===== src/rtl/flash_scheduler.sv =====
// flash_scheduler: arbitrates PLAY/ECHO/FAIL requesters for the four colour LEDs and times each flash.
// Defining FLASH_BUZZER_EN adds the square-wave tone output and its divider.
module flash_scheduler #(
    parameter int unsigned BASE_TICKS = 25_000_000,
    parameter int unsigned STEP_TICKS = 3_000_000,
    parameter int unsigned MIN_TICKS  = 5_000_000,
    parameter int unsigned SPEED_W    = 3
`ifdef FLASH_BUZZER_EN
    ,
    parameter int unsigned TONE_BASE  = 25_000
`endif
) (
    input  logic               clk,
    input  logic               reset,
    input  logic [SPEED_W-1:0] speed,
    input  logic               play_req,
    input  logic [1:0]         play_colour,
    output logic               play_gnt,
    output logic               play_done,
    input  logic               echo_req,
    input  logic [1:0]         echo_colour,
    output logic               echo_gnt,
    input  logic               fail_req,
    input  logic [1:0]         fail_colour,
    output logic               fail_done,
    output logic [3:0]         led,
    output logic               pulse,
    output logic               busy
`ifdef FLASH_BUZZER_EN
    ,
    output logic               tone
`endif
);

    localparam int unsigned CNT_W = 26;
    localparam logic [CNT_W-1:0] FAIL_ON_LOAD  = CNT_W'(BASE_TICKS - 1);
    localparam logic [CNT_W-1:0] FAIL_OFF_LOAD = CNT_W'((BASE_TICKS >> 1) - 1);

    typedef enum logic [2:0] {
        S_IDLE     = 3'd0,
        S_PLAY_ON  = 3'd1,
        S_PLAY_GAP = 3'd2,
        S_ECHO     = 3'd3,
        S_FAIL_ON  = 3'd4,
        S_FAIL_OFF = 3'd5
    } state_t;

    state_t             state_q, state_d;
    logic [CNT_W-1:0]   cnt_q, cnt_d;
    logic [1:0]         flash_q, flash_d;
    logic [1:0]         colour_q, colour_d;
    logic [SPEED_W-1:0] speed_q, speed_d;

    logic       lit_c, timed_c;
    logic [3:0] led_d;
    logic       pulse_d, play_gnt_d, play_done_d, echo_gnt_d, fail_done_d, busy_d;

    // ON duration in signed wide arithmetic so a large speed clamps instead of wrapping
    function automatic logic [CNT_W-1:0] on_ticks(input logic [SPEED_W-1:0] s);
        longint t;
        t = longint'(BASE_TICKS) - longint'(s) * longint'(STEP_TICKS);
        if (t < longint'(MIN_TICKS)) begin
            t = longint'(MIN_TICKS);
        end
        return CNT_W'(t);
    endfunction

`ifdef FLASH_BUZZER_EN
    localparam int unsigned TONE_W = $clog2(TONE_BASE * 8) + 1;
    logic [TONE_W-1:0] tone_div_q, tone_div_d, tone_half_c;
    logic              tone_d;
`endif

    // State register, datapath captures and registered outputs
    always_ff @(posedge clk or negedge reset) begin
        if (!reset) begin
            state_q   <= S_IDLE;
            cnt_q     <= '0;
            flash_q   <= '0;
            colour_q  <= '0;
            speed_q   <= '0;
            led       <= '0;
            pulse     <= 1'b0;
            play_gnt  <= 1'b0;
            play_done <= 1'b0;
            echo_gnt  <= 1'b0;
            fail_done <= 1'b0;
            busy      <= 1'b0;
`ifdef FLASH_BUZZER_EN
            tone       <= 1'b0;
            tone_div_q <= '0;
`endif
        end else begin
            state_q   <= state_d;
            cnt_q     <= cnt_d;
            flash_q   <= flash_d;
            colour_q  <= colour_d;
            speed_q   <= speed_d;
            led       <= led_d;
            pulse     <= pulse_d;
            play_gnt  <= play_gnt_d;
            play_done <= play_done_d;
            echo_gnt  <= echo_gnt_d;
            fail_done <= fail_done_d;
            busy      <= busy_d;
`ifdef FLASH_BUZZER_EN
            tone       <= tone_d;
            tone_div_q <= tone_div_d;
`endif
        end
    end

    // Next state: fixed-priority grant from IDLE, then down-counted phases
    always_comb begin
        state_d  = state_q;
        cnt_d    = cnt_q;
        flash_d  = flash_q;
        colour_d = colour_q;
        speed_d  = speed_q;
        case (state_q)
            S_IDLE: begin
                if (fail_req) begin
                    state_d  = S_FAIL_ON;
                    colour_d = fail_colour;
                    flash_d  = '0;
                    cnt_d    = FAIL_ON_LOAD;
                end else if (play_req) begin
                    state_d  = S_PLAY_ON;
                    colour_d = play_colour;
                    speed_d  = speed;
                    cnt_d    = on_ticks(speed) - CNT_W'(1);
                end else if (echo_req) begin
                    state_d  = S_ECHO;
                    colour_d = echo_colour;
                    cnt_d    = '0;
                end
            end
            S_PLAY_ON: begin
                if (cnt_q == '0) begin
                    state_d = S_PLAY_GAP;
                    cnt_d   = (on_ticks(speed_q) >> 1) - CNT_W'(1);
                end else begin
                    cnt_d = cnt_q - CNT_W'(1);
                end
            end
            S_PLAY_GAP: begin
                if (cnt_q == '0) begin
                    state_d = S_IDLE;
                end else begin
                    cnt_d = cnt_q - CNT_W'(1);
                end
            end
            S_ECHO: begin
                if (!echo_req) begin
                    state_d = S_IDLE;
                end
            end
            S_FAIL_ON: begin
                if (cnt_q == '0) begin
                    state_d = S_FAIL_OFF;
                    cnt_d   = FAIL_OFF_LOAD;
                end else begin
                    cnt_d = cnt_q - CNT_W'(1);
                end
            end
            S_FAIL_OFF: begin
                if (cnt_q == '0) begin
                    if (flash_q == 2'd2) begin
                        state_d = S_IDLE;
                    end else begin
                        state_d = S_FAIL_ON;
                        flash_d = flash_q + 2'd1;
                        cnt_d   = FAIL_ON_LOAD;
                    end
                end else begin
                    cnt_d = cnt_q - CNT_W'(1);
                end
            end
            default: begin
                state_d = S_IDLE;
                cnt_d   = '0;
            end
        endcase
    end

    // Output values for the coming cycle, derived from the next state
    always_comb begin
        led_d       = '0;
        lit_c       = (state_d == S_PLAY_ON) || (state_d == S_ECHO) || (state_d == S_FAIL_ON);
        timed_c     = (state_d == S_PLAY_ON) || (state_d == S_PLAY_GAP) ||
                      (state_d == S_FAIL_ON) || (state_d == S_FAIL_OFF);
        if (lit_c) begin
            led_d = 4'b0001 << colour_d;
        end
        pulse_d     = timed_c && (cnt_d == '0);
        play_gnt_d  = (state_q == S_IDLE) && (state_d == S_PLAY_ON);
        play_done_d = (state_d == S_PLAY_GAP) && (cnt_d == '0);
        echo_gnt_d  = (state_d == S_ECHO);
        fail_done_d = (state_d == S_FAIL_OFF) && (cnt_d == '0) && (flash_d == 2'd2);
        busy_d      = (state_d != S_IDLE);
`ifdef FLASH_BUZZER_EN
        // Tone starts high on every lit-phase entry, then toggles each half-period
        tone_half_c = TONE_W'(TONE_BASE) << colour_d;
        tone_d      = 1'b0;
        tone_div_d  = '0;
        if (lit_c) begin
            if (state_d != state_q) begin
                tone_d     = 1'b1;
                tone_div_d = tone_half_c - TONE_W'(1);
            end else if (tone_div_q == '0) begin
                tone_d     = ~tone;
                tone_div_d = tone_half_c - TONE_W'(1);
            end else begin
                tone_d     = tone;
                tone_div_d = tone_div_q - TONE_W'(1);
            end
        end
`endif
    end

endmodule


===== config.mk =====
export PLATFORM = sky130hd
export DESIGN_NAME = flash_scheduler
export DESIGN_NICKNAME = d
export VERILOG_FILES = /design/src/rtl/flash_scheduler.sv
export SDC_FILE = /design/constraint.sdc
export NUM_CORES = 1
export LEC_CHECK = 0
export ABC_CLOCK_PERIOD_IN_PS = 15900
export BUFFER_PORTS_ARGS = -buffer_cell sky130_fd_sc_hd__buf_2
export CAP_MARGIN = 10
export CELL_PAD_IN_SITES_DETAIL_PLACEMENT = 1
export CELL_PAD_IN_SITES_GLOBAL_PLACEMENT = 1
export CORE_MARGIN = 5
export CORE_UTILIZATION = 30
export DETAILED_ROUTE_END_ITERATION = 10
export PLACE_DENSITY = 0.54
export SLEW_MARGIN = 20
export SYNTH_ARGS = -nofsm -noshare
export SYNTH_HDL_FRONTEND = slang
export SYNTH_SLANG_ARGS = --single-unit

===== constraint.sdc =====
create_clock -name clk -period 15.9 [get_ports clk]
set_input_delay 1.59 -clock clk [delete_from_list [all_inputs] [get_ports clk]]
set_output_delay 1.59 -clock clk [all_outputs]
set_load 0.02 [all_outputs]

**Word level (Yosys, flattened, before mapping)**

Index checks and enable logic that the tools add are counted.

- Flip-flop bits (word level): 46
- Input bits: 14
- Output and inout port bits: 10

- Add/subtract/negate cells: 6
- Multiply operators: 2
- Magnitude comparators: 2
- Equality and inequality tests: 12
- Shift operators: 1
- Mux-type cells: 35
- Bitwise operators: 1
- Reduce and logical (&&, ||, !) cells: 15

Operators with widths:

| operator | count |
|---|---|
| $mux 26 | 15 |
| $pmux 26 s6 | 1 |
| $logic_not 26->1 | 2 |
| $lt 26x24->1 const B | 2 |
| $sub 25x25->26 const A | 2 |
| $sub 26x1->26 const B | 2 |
| $mul 3x16->19 const B | 2 |
| $mux 3 | 9 |
| $sub 25x1->26 const B | 1 |
| $pmux 3 s6 | 1 |
| $mux 2 | 7 |
| $eq 3x2->1 const B | 4 |
| $eq 3x3->1 const B | 4 |
| $eq 3x1->1 const B | 2 |
| $logic_and 1x1->1 | 5 |
| $logic_or 1x1->1 | 5 |
| $eq 2x2->1 const B | 2 |
| $mux 4 | 1 |
| $pmux 2 s2 | 1 |
| $shl 1x2->4 const A | 1 |
| $logic_not 3->1 | 1 |
| $reduce_and 3->1 | 1 |
| $reduce_bool 3->1 | 1 |
| $add 2x1->2 const B | 1 |
| $not 1->1 | 1 |

**Longest topological paths before layout**

- Depth in word-level cells: 14
- Mapped depth: 33
- Depth with buffers taken out: 31

**Worst setup path after synthesis**

Ideal clock, no wire load.

- Path kind: input -> register
- Start: input speed[1]
- End: register fail_done
- Data arrival time: 8.144 ns
- Data required time: 15.799 ns
- Path slack: 7.655 ns
- Stages on the path: 30
- Buffers on the path: 1
- Path through: inv_1 ha_1 inv_1 ha_1 inv_1 fa_1 nor4bb_1 nor4_1 o21bai_1 nor4b_1 nor3_1 nand2_1 o311ai_0 nand2_1 a21oi_1 ha_1 clkbuf_1 clkinv_1 nand2_1 ha_1 o2111ai_1 or2_2 nor3_1 nor3_1 a2111oi_0 o2bb2ai_1 nor2_1 or4b_1 or4_4 nor4_1

- Cells in the longest elaborated chain, start to end: 14

Ends and longest elaborated chain:

| item | line | source |
|---|---|---|
| from (decl) | 15 | `input logic [SPEED_W-1:0] speed,` |
| $mul 3x16->19 (*) | 61 | `t = longint'(BASE_TICKS) - longint'(s) * longint'(STEP_TICKS);` |
| $sub 25x25->26 (*) | 61 |  |
| $lt 26x24->1 | 62 | `if (t < longint'(MIN_TICKS)) begin` |
| $mux 26 (*) | 62 |  |
| $mux 26 (*) | 127 | `end else if (play_req) begin` |
| $mux 26 (*) | 122 | `if (fail_req) begin` |
| $mux 26 (*) | 120 | `case (state_q)` |
| $sub 26x1->26 (*) | 131 | `cnt_d = on_ticks(speed) - CNT_W'(1);` |
| $mux 26 (*) | 127 |  |
| $mux 26 (*) | 122 |  |
| $pmux 26 s6 (*) | 120 |  |
| via cnt_d[12] | 49 | `logic [CNT_W-1:0] cnt_q, cnt_d;` |
| $logic_not 26->1 (*) | 199 | `fail_done_d = (state_d == S_FAIL_OFF) && (cnt_d == '0) && (flash_d == 2'd2);` |
| $logic_and 1x1->1 (*) (2 in a row) | 199 |  |
| via fail_done_d | 56 | `logic pulse_d, play_gnt_d, play_done_d, echo_gnt_d, fail_done_d, busy_d;` |
| to (signal assigned) | 104 | `fail_done <= fail_done_d;` |
| to (decl) | 25 | `output logic fail_done,` |

Mark *: on every way through the listed nets, which the timed path passes. The rest lies on a longest branch. The select of a mux whose other input is x is not followed.
A chain may end at the register's enable or synchronous reset.

**Worst setup path after layout**

- Start: input speed[1]
- End: register pulse

- Cells in the longest elaborated chain, start to end: 13

Ends and longest elaborated chain:

| item | line | source |
|---|---|---|
| $mul 3x16->19 (*) | 61 |  |
| $sub 25x25->26 (*) | 61 |  |
| $lt 26x24->1 | 62 |  |
| $mux 26 (*) | 62 |  |
| $mux 26 (*) | 127 |  |
| $mux 26 (*) | 122 |  |
| $mux 26 (*) | 120 |  |
| $sub 26x1->26 (*) | 131 |  |
| $mux 26 (*) | 127 |  |
| $mux 26 (*) | 122 |  |
| $pmux 26 s6 (*) | 120 |  |
| via cnt_d[12] | 49 |  |
| $logic_not 26->1 (*) | 195 | `pulse_d = timed_c && (cnt_d == '0);` |
| $logic_and 1x1->1 (*) | 195 |  |
| via pulse_d | 56 |  |
| to (signal assigned) | 100 | `pulse <= pulse_d;` |
| to (decl) | 27 | `output logic pulse,` |

Marks and branches as above.

==> impl_metrics.json <==
{
  "worstSetupPathType": "input port to register",
  "antenna_found_initial": 0,
  "dp.cells": 1273,
  "routed_wl_um": 30000,
  "grt_pass1_wl_um": 47500,
  "ir_worst_vdd_mv": 0.131,
  "synth-async-reset-ratio": 1.00,
  "firstDrtPassIters": 7,
  "final_cells": 1281,
  "routed_via_density": 6.06,
  "p_leak_nw": 2.92,
  "fin_worst_skew_ns": 0.00981,
  "antenna_cells": 0,
  "numCtsBuffers": 5,
  "cap_violations": 0,
  "drv_slew": 0,
  "max_slew_margin": 0.324,
  "ys_types": 98,
  "end_kind": "register",
  "holdBufCountCts": 0,
  "die_x_um": 165,
  "multiInputGateArea_mm2": 0.00571,
  "synth_edf_count": 0,
  "cts_sinks": 46,
  "die_h_um": 165,
  "critPathLaunchType": "input port",
  "pin_count": 24,
  "cp.required_ns": 16.08,
  "ys.flop_type": "dfrtp_1",
  "cts_tree": "done",
  "cts_resized": 0,
  "worst_path_most_repeated_cell": "ha_1",
  "fin_setup_tns_ns": 0,
  "worst_skew_pair.late_latency_ns": 0.30,
  "clk_pin_slew_ns": 0.08,
  "hpwl_um": 23700,
  "yosys_warnings": 0,
  "tightestPinTransition_ns": 0.989,
  "whs_ns": 0.540,
  "cts_root_buf": "clkbuf_16",
  "post_cts_buffers": 0,
  "r2r.worst_path.cells": 28,
  "h-tree-depth": 2,
  "netlist_area_mm2": 0.00724,
  "finalHoldViolations": 0,
  "area_delta_synth_final_pct": 7.36,
  "cp.arrival_ns": 10.36,
  "register_area_mm2": 0.00115,
  "wl_per_cell_um": 23.4,
  "initialDrtViolationCount": 575,
  "coreArea_mm2": 0.0236,
  "die_area_mm2": 0.0273,
  "syn-num-nets": 1033,
  "ys_ff_latch": 46,
  "cts_buffer_depth": 2,
  "cellPowerDensity_mw_per_mm2": 258,
  "layout.nets": 1024,
  "rsz0062_at_grt": "no",
  "crit_slowest_cell": "xor2_1",
  "ys_seq_area_frac": 0.159,
  "fin_crit_ns": 10.19,
  "setup_violations": 0,
  "drive_above_1_share": 0.0821,
  "track_usage": 0.222,
  "drtAntennaViolNets": 0,
  "hold_path_class": "register to register",
  "routabilityCongestion": 0.897,
  "grt-ovfl-total": 0,
  "drc_errors": 0,
  "grt_start_max_net_pins": 47,
  "grt_pass1_vias": 7859,
  "synth_area_per_cell_um2": 7.46,
  "port_buffers": 23,
  "rows": 56,
  "crit_fanout": 19,
  "fillers": 2956,
  "post-route-period-util": 0.641,
  "slowest_delay_ns": 0.80,
  "vias": 7765,
  "fmax_mhz": 98.2,
  "hold_depth": 1,
  "start_util": 0.307,
  "synthCells": 970,
  "outcome": "completed"
}
## cell usage in the layout (no fill, tap or decap), types with 23 or more instances in the layout
master   synthesis  final
nor2_1          98     98
nand2_1         79     79
a21oi_1         59     59
o21ai_0         57     57
dfrtp_1         46     46
ha_1            39     39
inv_1           38     38
nor3_1          37     37
nand3_1         33     33
xnor2_1         29     29
buf_2            9     23
## routing by layer
| layer | GRT usage | routed length [um] | up-vias |
|---|---|---|---|
| li1 | - | - | 3650 |
| met4 | 0.0495 | 652 | 0 |
| met5 | 0 | 0 | - |
| met1 | 0.314 | 14100 | 3872 |
| met3 | 0.0268 | 1530 | 43 |
| met2 | 0.363 | 13800 | 200 |
## cells by family after synthesis
logic type	after synthesis	synth area share
mux	15	0.0209
compound gates	295	0.289
simple gates	422	0.319
fa+ha+maj	49	0.0950
flops	46	0.159
buf+inv	91	0.0518
xor+xnor	52	0.0648
## through the flow
step / utilization / setup WS [ns] / power (mW) / area, um^2
2_1_floorplan: - / 7.66 / 1.45 / 7240
3_3_place_gp: 0.323 / 5.85 / 1.88 / 7620
3_5_place_dp: 0.323 / 5.58 / 1.88 / 7620
4_1_cts: 0.329 / 5.85 / 2.01 / 7770
5_1_grt: 0.329 / 4.88 / 2.17 / 7770
6_report: 0.329 / 5.71 / 2.00 / 7770
## critical path, delay by kind of cell
kind	cells	cell delay, ns
AO/OA/AOI/OAI	7	1.71
XOR/XNOR	1	0.80
adder cells (fa/ha/maj)	5	1.80
buffers and inverters	5	1.08
AND/OR/NAND/NOR	12	3.37
## sequential cells by signal, indices dropped and copies added, names as in the netlist
register,cells
cnt_q,26
echo_gnt,1
busy,1
fail_done,1
led,4
play_done,1
flash_q,2
pulse,1
colour_q,2
speed_q,3
state_q,3
play_gnt,1
## Yosys cell counts, drive strengths merged, types with 9 or more instances
library cell | number | area share
nor2 | 98 | 0.051
nand2 | 79 | 0.041
a21oi | 62 | 0.044
o21ai | 59 | 0.041
dfrtp | 46 | 0.16
ha | 39 | 0.067
nor3 | 39 | 0.028
inv | 38 | 0.020
clkbuf | 37 | 0.019
nand3 | 36 | 0.027
xnor2 | 29 | 0.035
xor2 | 22 | 0.027
nor4 | 20 | 0.020
nand2b | 18 | 0.016
nand4 | 16 | 0.014
and2 | 14 | 0.012
buf | 14 | 0.012
mux2i | 14 | 0.019
or4 | 13 | 0.015
a211oi | 12 | 0.013
a31oi | 12 | 0.011
a21o | 11 | 0.011
or3 | 11 | 0.0095
a2111oi | 10 | 0.016
a22oi | 10 | 0.010
fa | 10 | 0.028
nor3b | 10 | 0.010
or2 | 10 | 0.0086
and3 | 9 | 0.0078
nor2b | 9 | 0.0078
nor4b | 9 | 0.013
o21a | 9 | 0.0093
o31ai | 9 | 0.0093
## final timing paths
kind	start	to	slack, ns
worst max-delay path	speed[1]	pulse$_DFF_PN0_	5.71
worst min-delay path	flash_q[0]$_DFF_PN0_	flash_q[0]$_DFF_PN0_	0.54
worst max register to register	speed_q[1]$_DFFE_PN0P_	pulse$_DFF_PN0_	6.44
worst min register to register	flash_q[0]$_DFF_PN0_	flash_q[0]$_DFF_PN0_	0.54
max in group asynchronous	reset	cnt_q[23]$_DFF_PN0_	14.05
min in group asynchronous	reset	cnt_q[0]$_DFF_PN0_	1.37
## final cells by class
| class | instances | area share |
|---|---|---|
| clock buffer | 5 | 0.0161 |
| clock inverter | 3 | 0.00370 |
| inverter | 40 | 0.0193 |
| multi-input combinational | 833 | 0.735 |
| sequential | 46 | 0.148 |
| tap | 319 | 0.0513 |
| timing repair buffer | 35 | 0.0264 |
## report_power, final
group / switching (mW) / total (mW) / internal, mW
Combinational: 1.05 / 1.64 / 0.590
Clock: 0.0555 / 0.116 / 0.0605
Sequential: 0.0921 / 0.246 / 0.154
Total: 1.20 / 2.00 / 0.804
Note: power is estimated with default switching activity, not from simulation.
